**config.mk**
```make
export PLATFORM = sky130hd
export DESIGN_NAME = apple_bus_seq_flat
export DESIGN_NICKNAME = d
export VERILOG_FILES = /design/src/rtl/apple_bus_seq_if.sv /design/src/rtl/apple_bus_seq.sv /design/src/flat_wrapper.sv
export SDC_FILE = /design/constraint.sdc
export NUM_CORES = 1
export LEC_CHECK = 0
export ABC_AREA = 1
export CAP_MARGIN = 20
export CORE_MARGIN = 3
export CORE_UTILIZATION = 52
export CTS_CLUSTER_SIZE = 8
export DETAILED_ROUTE_END_ITERATION = 10
export GPL_TIMING_DRIVEN = 0
export HOLD_SLACK_MARGIN = 0.1
export PLACE_DENSITY = 0.86
export SLEW_MARGIN = 15
export SYNTH_ARGS = -nofsm -noshare
export SYNTH_HDL_FRONTEND = slang
export SYNTH_SLANG_ARGS = --single-unit
```
**constraint.sdc**
```tcl
create_clock -name C7M -period 1.78 [get_ports C7M]
set_clock_uncertainty 0.15 [all_clocks]
set_input_delay 0.356 -clock C7M [delete_from_list [all_inputs] [get_ports C7M]]
set_output_delay 0.356 -clock C7M [all_outputs]
set_load 0.005 [all_outputs]
```
**src/rtl/apple_bus_seq_if.sv**
```systemverilog
// Slot-side bus signals of the GR8RAM timing front-end.
// The slave modport faces the sequencer; the master modport faces whatever drives the slot.
interface apple_bus_seq_if;
  logic       PHI1;
  logic       nDEVSEL;
  logic       nIOSEL;
  logic       nIOSTRB;
  logic [2:0] S;
  logic       PHI0seen;
  logic       Synced;
  logic       RefReq;
  logic       CSDBEN;
  logic       DEVSELq;
  logic       IOSELq;
  logic       IOSTRBq;
  logic       SlotAct;

  modport slave (
    input  PHI1, nDEVSEL, nIOSEL, nIOSTRB,
    output S, PHI0seen, Synced, RefReq, CSDBEN, DEVSELq, IOSELq, IOSTRBq, SlotAct
  );

  modport master (
    output PHI1, nDEVSEL, nIOSEL, nIOSTRB,
    input  S, PHI0seen, Synced, RefReq, CSDBEN, DEVSELq, IOSELq, IOSTRBq, SlotAct
  );
endinterface

```
**src/rtl/apple_bus_seq.sv**
```systemverilog
// Apple II bus-cycle sequencer: filters PHI1, locks the state counter S to it, and derives
// the refresh request, data-bus enable window and latched slot selects.
module apple_bus_seq #(
  parameter int unsigned PHI1_FILT    = 2,
  parameter int unsigned REF_PERIOD   = 13,
  parameter int unsigned SYNC_TIMEOUT = 16
) (
  input  logic           C7M,
  input  logic           RES,
  apple_bus_seq_if.slave bus
);

  localparam int unsigned REF_W = (REF_PERIOD > 1) ? $clog2(REF_PERIOD) : 1;
  localparam int unsigned WD_W  = $clog2(SYNC_TIMEOUT + 1);

  typedef enum logic [2:0] {
    ST_IDLE = 3'd0,
    ST_1    = 3'd1,
    ST_2    = 3'd2,
    ST_3    = 3'd3,
    ST_4    = 3'd4,
    ST_5    = 3'd5,
    ST_6    = 3'd6,
    ST_7    = 3'd7
  } bus_state_e;

  bus_state_e           state_q, state_d;
  logic [PHI1_FILT-1:0] filt_q, filt_d;
  logic                 phi1f_q, phi1f_d;
  logic                 phi1d_q;
  logic                 phi0seen_q, phi0seen_d;
  logic                 synced_q, synced_d;
  logic [REF_W-1:0]     ref_q, ref_d;
  logic [WD_W-1:0]      wd_q, wd_d;
  logic                 csdben_q, csdben_d;
  logic                 devsel_q, devsel_d;
  logic                 iosel_q, iosel_d;
  logic                 iostrb_q, iostrb_d;
  logic                 rise;
  logic                 expire;
  logic                 load1;

  // State register
  always_ff @(posedge C7M) begin
    if (RES) begin
      state_q    <= ST_IDLE;
      filt_q     <= '0;
      phi1f_q    <= 1'b0;
      phi1d_q    <= 1'b0;
      phi0seen_q <= 1'b0;
      synced_q   <= 1'b0;
      ref_q      <= '0;
      wd_q       <= '0;
      csdben_q   <= 1'b0;
      devsel_q   <= 1'b0;
      iosel_q    <= 1'b0;
      iostrb_q   <= 1'b0;
    end else begin
      state_q    <= state_d;
      filt_q     <= filt_d;
      phi1f_q    <= phi1f_d;
      phi1d_q    <= phi1f_q;
      phi0seen_q <= phi0seen_d;
      synced_q   <= synced_d;
      ref_q      <= ref_d;
      wd_q       <= wd_d;
      csdben_q   <= csdben_d;
      devsel_q   <= devsel_d;
      iosel_q    <= iosel_d;
      iostrb_q   <= iostrb_d;
    end
  end

  // Next-state logic; expiry is the edge on which the watchdog reaches the timeout
  always_comb begin
    state_d    = state_q;
    filt_d     = filt_q;
    phi1f_d    = phi1f_q;
    phi0seen_d = phi0seen_q;
    synced_d   = synced_q;
    ref_d      = ref_q;
    wd_d       = wd_q;
    csdben_d   = 1'b0;
    devsel_d   = devsel_q;
    iosel_d    = iosel_q;
    iostrb_d   = iostrb_q;

    rise   = phi1f_q & ~phi1d_q;
    expire = synced_q & ~rise & (wd_q == WD_W'(SYNC_TIMEOUT - 1));
    load1  = rise & phi0seen_q;

    filt_d[0] = bus.PHI1;
    for (int i = 1; i < int'(PHI1_FILT); i++) begin
      filt_d[i] = filt_q[i-1];
    end
    if (&filt_q) begin
      phi1f_d = 1'b1;
    end else if (~|filt_q) begin
      phi1f_d = 1'b0;
    end

    if (expire) begin
      state_d = ST_IDLE;
    end else if (load1) begin
      state_d = ST_1;
    end else if (state_q == ST_IDLE) begin
      state_d = ST_IDLE;
    end else if (state_q == ST_7) begin
      state_d = ST_7;
    end else begin
      state_d = bus_state_e'(state_q + 3'd1);
    end

    if (expire) begin
      phi0seen_d = 1'b0;
      synced_d   = 1'b0;
    end else begin
      if (!phi1f_q) phi0seen_d = 1'b1;
      if (load1)    synced_d   = 1'b1;
    end

    if (rise) begin
      wd_d = '0;
    end else if (synced_q && (wd_q < WD_W'(SYNC_TIMEOUT))) begin
      wd_d = wd_q + WD_W'(1);
    end

    if ((state_q == ST_3) && (state_d == ST_4)) begin
      ref_d = (ref_q == REF_W'(REF_PERIOD - 1)) ? '0 : ref_q + REF_W'(1);
    end

    csdben_d = (state_q >= ST_4) && (state_d != ST_IDLE);

    // Selects clear whenever a new cycle starts or lock is absent
    if ((state_d == ST_IDLE) || (state_d == ST_1)) begin
      devsel_d = 1'b0;
      iosel_d  = 1'b0;
      iostrb_d = 1'b0;
    end else begin
      if ((state_q == ST_4) || (state_q == ST_5)) begin
        devsel_d = devsel_q | ~bus.nDEVSEL;
        iosel_d  = iosel_q  | ~bus.nIOSEL;
      end
      if ((state_q >= ST_3) && (state_q <= ST_5)) begin
        iostrb_d = iostrb_q | ~bus.nIOSTRB;
      end
    end
  end

  assign bus.S        = state_q;
  assign bus.PHI0seen = phi0seen_q;
  assign bus.Synced   = synced_q;
  assign bus.RefReq   = (state_q == ST_1) && (ref_q == '0);
  assign bus.CSDBEN   = csdben_q;
  assign bus.DEVSELq  = devsel_q;
  assign bus.IOSELq   = iosel_q;
  assign bus.IOSTRBq  = iostrb_q;
  assign bus.SlotAct  = devsel_q | iosel_q | iostrb_q;

endmodule
```
**src/flat_wrapper.sv**
```systemverilog
// flat-port wrapper written by rule: the top's interface ports become plain ports
module apple_bus_seq_flat 
#(
  parameter int unsigned PHI1_FILT    = 2,
  parameter int unsigned REF_PERIOD   = 13,
  parameter int unsigned SYNC_TIMEOUT = 16
)
  (C7M, RES, bus_PHI1, bus_nDEVSEL, bus_nIOSEL, bus_nIOSTRB, bus_S, bus_PHI0seen, bus_Synced, bus_RefReq, bus_CSDBEN, bus_DEVSELq, bus_IOSELq, bus_IOSTRBq, bus_SlotAct);
  apple_bus_seq_if bus_i ();
  input  logic C7M;
  input  logic RES;
  input wire logic [$bits(bus_i.PHI1)-1:0] bus_PHI1;
  input wire logic [$bits(bus_i.nDEVSEL)-1:0] bus_nDEVSEL;
  input wire logic [$bits(bus_i.nIOSEL)-1:0] bus_nIOSEL;
  input wire logic [$bits(bus_i.nIOSTRB)-1:0] bus_nIOSTRB;
  output wire logic [$bits(bus_i.S)-1:0] bus_S;
  output wire logic [$bits(bus_i.PHI0seen)-1:0] bus_PHI0seen;
  output wire logic [$bits(bus_i.Synced)-1:0] bus_Synced;
  output wire logic [$bits(bus_i.RefReq)-1:0] bus_RefReq;
  output wire logic [$bits(bus_i.CSDBEN)-1:0] bus_CSDBEN;
  output wire logic [$bits(bus_i.DEVSELq)-1:0] bus_DEVSELq;
  output wire logic [$bits(bus_i.IOSELq)-1:0] bus_IOSELq;
  output wire logic [$bits(bus_i.IOSTRBq)-1:0] bus_IOSTRBq;
  output wire logic [$bits(bus_i.SlotAct)-1:0] bus_SlotAct;
  assign bus_i.PHI1 = bus_PHI1;
  assign bus_i.nDEVSEL = bus_nDEVSEL;
  assign bus_i.nIOSEL = bus_nIOSEL;
  assign bus_i.nIOSTRB = bus_nIOSTRB;
  assign bus_S = bus_i.S;
  assign bus_PHI0seen = bus_i.PHI0seen;
  assign bus_Synced = bus_i.Synced;
  assign bus_RefReq = bus_i.RefReq;
  assign bus_CSDBEN = bus_i.CSDBEN;
  assign bus_DEVSELq = bus_i.DEVSELq;
  assign bus_IOSELq = bus_i.IOSELq;
  assign bus_IOSTRBq = bus_i.IOSTRBq;
  assign bus_SlotAct = bus_i.SlotAct;
  apple_bus_seq #(.PHI1_FILT(PHI1_FILT), .REF_PERIOD(REF_PERIOD), .SYNC_TIMEOUT(SYNC_TIMEOUT)) u_core (.C7M(C7M), .RES(RES), .bus(bus_i));
endmodule
```
==> flow_summary_export.csv, run 1 <==
group,metric,value,unit
setup_path,crit_path_start_kind,"flop",
pwr,p_leak,0.670,nW
timing,period_minus_slack,1.73,ns
route,avgViaCountPerCell,4.82,
yosys,yosys.area_share.simple,34.8,%
floorplanning,dieArea,2750,um^2
placed_design,gp_congestion,0.831,
timing,hold_slack,0.286,ns
setup_path,crit_family,"buffers and inverters",
route,vias,998,
grt,antenna_found_initial,0,
pwr,p_seq_share,58.3,%
layout,mostFrequentLayoutCell,"nor2_1",
timing,setup_viol_count_final,0,
floorplanning,ioPinCount,17,
setup_path,worstPathRequired,1.27,ns
pwr,fin_total_pwr,872,uW
floorplanning,core,2000,um^2
floorplanning,rows,16,
layout,layout-drive-gt1-share,30.0,%
grt,grt_usage,17.2,%
pwr,p_clk_share,32.5,%
clock_network,clk_pin_slew,0.12,ns
route,wl_per_cell,10.6,um
setup_path,cp_slowest_cell,"clkdlybuf4s50_1",
layout,multi_input_area,627,um^2
timing,relSlewSlack,85.4,%
hold_path,hold_path_depth,2,
route,ant_nets,0,
route,drt_first_iter_violations,16,
timing,worst_pin_slew,0.217,ns
layout,area_growth,30.7,%
yosys,async_reset_ff_share,0,%
yosys,synth_compound_area_share,5.80,%
route,drc,0,
timing,slew_violations,0,
hold_path,worstHoldStart,"u_core.filt_q[0]",
setup_path,crit_arrival,1.23,ns
setup_path,rr_endpoint,"u_core.ref_q[3]",
yosys,syn-cell-area,1120,um^2
timing,fmax,577,MHz
setup_path,end_kind,"primary output",
yosys,yosysSeqAreaShare,39.3,%
yosys,ys_ff_latch,22,
clock_network,clock_path_buffers,2,
grt,grt-ovfl-total,0,
layout,stdcell_area,1470,um^2
placed_design,placed_cells,198,
hold_path,hold_path_class,"reg2reg",
setup_path,worst-path-max-fanout,4,
clock_network,tritoncts,"done",
floorplanning,die_h,52.4,um
yosys,synth_top_family_by_area,"simple AND/OR/NAND/NOR gates",
pwr,ir_drop,0.000495,V
yosys,syn_avg_cell_area,7.23,um^2
placed_design,hpwl,1.55,mm
placed_design,placed_area,1320,um^2
floorplanning,die_w,52.4,um
route,dr.pass1.iters,4,
setup_path,slowest_delay,0.52,ns
setup_path,critPathKind,"reg2out",
yosys,synth-xor-area-share,0.781,%
layout,register_area,458,um^2
yosys,synth_fa_ha_area_share,8.93,%
clock_network,cts_root_buffer,"clkbuf_4",
grt,first_global_vias,953,
pwr,power.switching,209,uW
setup_path,path_buf_inv,1,
clock_network,clock_latency,0.32,ns
clock_network,clock_sinks,22,
placed_design,pre_cts_ws,-0.104,ns
layout,num_antenna_cells,0,
clock_network,htreeDepth,1,
yosys,synthFlopType,"dfxtp_1",
yosys,yosysWarningCount,0,
pwr,pwr-share-comb,9.1,%
setup_path,reg2reg_from,"u_core.wd_q[0]",
setup_path,r2r_cells,12,
timing,final.setup.worst_slack,0.0475,ns
grt,grt_pass1_wl,3.57,mm
setup_path,path_cells,"clkdlybuf4s50_1",
pwr,power_per_cell_area,595,nW/um^2
timing,finalCritPeriodShare,97.3,%
layout,stdcell_count,207,
yosys,synthCells,155,
pwr,swShare,24.0,%
flow_run,max-cap-violations,0,
yosys,synthMuxAreaShare,0,%
layout,final_nets,195,
route,drt-total-wl,2.18,mm
clock_network,cts_inserted_buffers,3,
hold_path,hold_path_end,"u_core.filt_q[1]",
yosys,syn_nets,169,
setup_path,reg2reg_slack,0.09,ns
yosys,synth-edff-count,0,
layout,final_cell_mix,"29 x nor2_1, 24 x nand2_1, 18 x inv_1, 13 x clkdlybuf4s50_1",
run_status,status,"complete, no violations",
pwr,p_int,663,uW
floorplanning,start_util,56.0,%
placed_design,io_buffers,16,
layout,fill_cells,162,
timing,hold_viol_final,0,
grt,grt_max_degree,13,
yosys,synth_cell_types,21,
## timing repair
item,in CTS,in global routing
pin swaps,4,5
resized for setup,22,15
endpoints found under the setup margin,7,11
buffers inserted,4,1
hold buffers,0,0
## layer usage
metal	wire length [um]	up-vias	track usage [%]
met1	906	446	18.7
met4	74	0	8.94
met2	1090	25	30.6
met3	110	9	3.99
li1	-	518	-
met5	0	-	0
## sequential cells by signal, summed over array words and instances (netlist names), 2 cells and up
signal,count
u_core.bus.S,3
u_core.filt_q,2
u_core.ref_q,4
u_core.wd_q,5
## synthesized netlist by cell type (all sizes together) (2+ instances only)
| cell | count | share of area, % |
|---|---|---|
| a21oi | 7 | 3.1 |
| clkinv | 2 | 0.67 |
| dfxtp | 22 | 39 |
| ha | 8 | 8.9 |
| inv | 29 | 9.7 |
| nand2 | 33 | 12 |
| nand3 | 9 | 5.6 |
| nor2 | 33 | 13 |
| nor3 | 3 | 1.3 |
| o21ai | 6 | 2.7 |
## worst max path at each step
stage	start	end	slack (ns)	depth (start not counted)
floorplan	u_core.wd_q[0]	u_core.ref_q[2]	0.16	12
global placement	u_core.bus.S[0]	bus_RefReq	-0.08	4
detailed placement	u_core.bus.S[1]	bus_RefReq	-0.10	5
CTS	u_core.bus.S[1]	bus_RefReq	0.001	5
global route	u_core.ref_q[0]	bus_RefReq	-0.03	5
finish	u_core.bus.Synced	bus_Synced	0.05	1
## power by group through the flow
stage / clock network, mW / registers [mW] / logic (mW)
final: 0.283 / 0.509 / 0.0797
after global routing: 0.302 / 0.510 / 0.0901
after CTS: 0.287 / 0.509 / 0.0759
after detailed placement: 0 / 0.521 / 0.0738
after global placement: 0 / 0.520 / 0.0717
after floorplan: 0 / 0.520 / 0.0440
## per-stage QoR
step	utilization (%)	setup TNS (ns)
floorplan	-	0
global placement	65.7	-0.0759
detailed placement	65.7	-0.248
CTS	70.4	0
global route	73.2	-0.0663
finish	73.2	0
## logic make-up after synthesis
group,Yosys count
compound gates,13
xor+xnor,1
fa+ha+maj,8
buf+inv,31
flops,22
simple gates,80
## layout make-up
type	count	area share, %
Clock buffer	4	2.48
Inverter	31	7.94
Multi-Input combinational cell	102	42.8
Sequential cell	22	31.3
Tap cell	27	2.31
Timing Repair Buffer	21	13.2
Power figures use the tool's default switching activity.
==> inputs of run 2 (changes only) <==
--- a/config.mk
+++ b/config.mk
@@ -6,6 +6,7 @@
 export NUM_CORES = 1
 export LEC_CHECK = 0
 export ABC_AREA = 1
+export ABC_CLOCK_PERIOD_IN_PS = 1780
 export CAP_MARGIN = 20
 export CORE_MARGIN = 3
 export CORE_UTILIZATION = 52
==> results of run 2 <==
Final layout, timing and power as in run 1 (identical DEF).
==> inputs of run 3 (changes only) <==
--- a/config.mk
+++ b/config.mk
@@ -15,6 +15,8 @@
 export GPL_TIMING_DRIVEN = 0
 export HOLD_SLACK_MARGIN = 0.1
 export PLACE_DENSITY = 0.86
+export SETUP_SLACK_MARGIN = 0.1
+export SKIP_CTS_REPAIR_TIMING = 1
 export SLEW_MARGIN = 15
 export SYNTH_ARGS = -nofsm -noshare
 export SYNTH_HDL_FRONTEND = slang
==> flow_summary_export.csv, run 3 (same netlist as run 1, synthesis figures left out) <==
group,metric,value,unit
run_status,status,"complete, no violations",
clock_network,clock_path_buffers,2,
route,drc,0,
setup_path,reg2reg_slack,0.07,ns
placed_design,pre_cts_ws,-0.104,ns
clock_network,clk_pin_slew,0.12,ns
clock_network,tritoncts,"done",
route,ant_nets,0,
flow_run,max-cap-violations,0,
timing,final.setup.worst_slack,0.0362,ns
route,drt_first_iter_violations,11,
clock_network,htreeDepth,1,
timing,setup_viol_count_final,0,
floorplanning,die_w,52.4,um
floorplanning,dieArea,2750,um^2
floorplanning,core,2000,um^2
setup_path,cp_slowest_cell,"dfxtp_2",
layout,register_area,459,um^2
timing,relSlewSlack,85.0,%
route,vias,1002,
timing,period_minus_slack,1.74,ns
route,dr.pass1.iters,4,
layout,num_antenna_cells,0,
timing,worst_pin_slew,0.224,ns
placed_design,gp_congestion,0.831,
layout,layout-drive-gt1-share,34.1,%
hold_path,worstHoldStart,"u_core.filt_q[0]",
layout,regMostFlops,"u_core.wd_q",
grt,grt-ovfl-total,0,
layout,final_cell_mix,"25 x nor2_1, 22 x nand2_1, 19 x inv_1, 11 x inv_2, 11 x dfxtp_1",
layout,area_growth,33.7,%
timing,slew_violations,0,
grt,grt_pass1_wl,3.48,mm
placed_design,hpwl,1.55,mm
pwr,p_leak,0.776,nW
clock_network,cts_inserted_buffers,3,
floorplanning,start_util,56.0,%
timing,rsz0062_at_grt,"yes",
route,avgViaCountPerCell,4.86,
pwr,power_per_cell_area,584,nW/um^2
hold_path,hold_path_class,"reg2reg",
grt,first_global_vias,915,
layout,fill_cells,148,
route,wl_per_cell,11.5,um
route,drt-total-wl,2.37,mm
layout,multi_input_area,648,um^2
grt,grt_max_degree,13,
floorplanning,ioPinCount,17,
timing,finalCritPeriodShare,98.0,%
setup_path,crit_arrival,1.24,ns
setup_path,worst-path-max-fanout,4,
floorplanning,die_h,52.4,um
setup_path,end_kind,"primary output",
hold_path,hold_path_end,"u_core.filt_q[1]",
floorplanning,rows,16,
pwr,ir_drop,0.000532,V
setup_path,path_cells,"inv_1 -> ha_2 -> nand3_1 -> nor3_2 -> buf_2",
layout,post-route-util,74.9,%
setup_path,r2r_cells,12,
clock_network,clock_latency,0.32,ns
hold_path,hold_path_depth,2,
layout,final_nets,194,
setup_path,crit_path_start_kind,"flop",
clock_network,clock_sinks,22,
clock_network,cts_root_buffer,"clkbuf_4",
grt,antenna_found_initial,0,
grt,grt_usage,16.8,%
setup_path,critPathKind,"reg2out",
timing,hold_viol_final,0,
setup_path,reg2reg_from,"u_core.wd_q[1]",
setup_path,worstPathRequired,1.27,ns
timing,hold_slack,0.296,ns
timing,fmax,573,MHz
layout,mostFrequentLayoutCell,"nor2_1",
setup_path,rr_endpoint,"u_core.ref_q[1]",
placed_design,io_buffers,16,
layout,largest_reg_flops,5,
setup_path,slowest_delay,0.35,ns
[run 3: per-stage QoR]
step           std cells  TNS (ns)  power, mW  area [um^2]
2_1_floorplan        155         0      0.564         1120
5_1_grt              206   -0.0906      0.916         1500
4_1_cts              202    -0.713      0.871         1350
3_5_place_dp         198    -0.248      0.594         1320
3_3_place_gp         198   -0.0759      0.592         1320
6_report             206         0      0.876         1500
[run 3: final cells by class]
type,count,area share (%)
repair buffers,20,13.7
inverters,31,7.76
flip-flops and latches,22,30.6
well taps,27,2.25
multi-input cells,102,43.2
clock buffers,4,2.42
[run 3: metal layers]
metal / vias up / part of all wire [%] / global-route usage [%] / routed length (um)
li1: 515 / - / - / -
met1: 446 / 38 / 18.8 / 899
met2: 32 / 54 / 29.5 / 1270
met3: 9 / 4.8 / 3.70 / 113
met4: 0 / 3.7 / 8.09 / 87
met5: - / 0 / 0 / 0
[run 3: worst max path at each step]
stage / cells past startpoint / to / from
finish: 5 / bus_RefReq / u_core.ref_q[0]
global route: 5 / bus_RefReq / u_core.ref_q[0]
CTS: 5 / bus_RefReq / u_core.bus.S[1]
detailed placement: 5 / bus_RefReq / u_core.bus.S[1]
global placement: 4 / bus_RefReq / u_core.bus.S[0]
floorplan: 12 / u_core.ref_q[2] / u_core.wd_q[0]
[run 3: power breakdown]
| group | switching, mW | internal [mW] |
|---|---|---|
| sequential | 0.00800 | 0.500 |
| clock | 0.158 | 0.125 |
| combinational | 0.0459 | 0.0382 |
[run 3: worst max-delay path: cells and delay by family, from the launching register on]
kind / cells / cell delay, ns
DFF: 1 / 0.35
buffers and inverters: 2 / 0.20
adders and majority gates: 1 / 0.19
and+or+nand+nor: 2 / 0.19
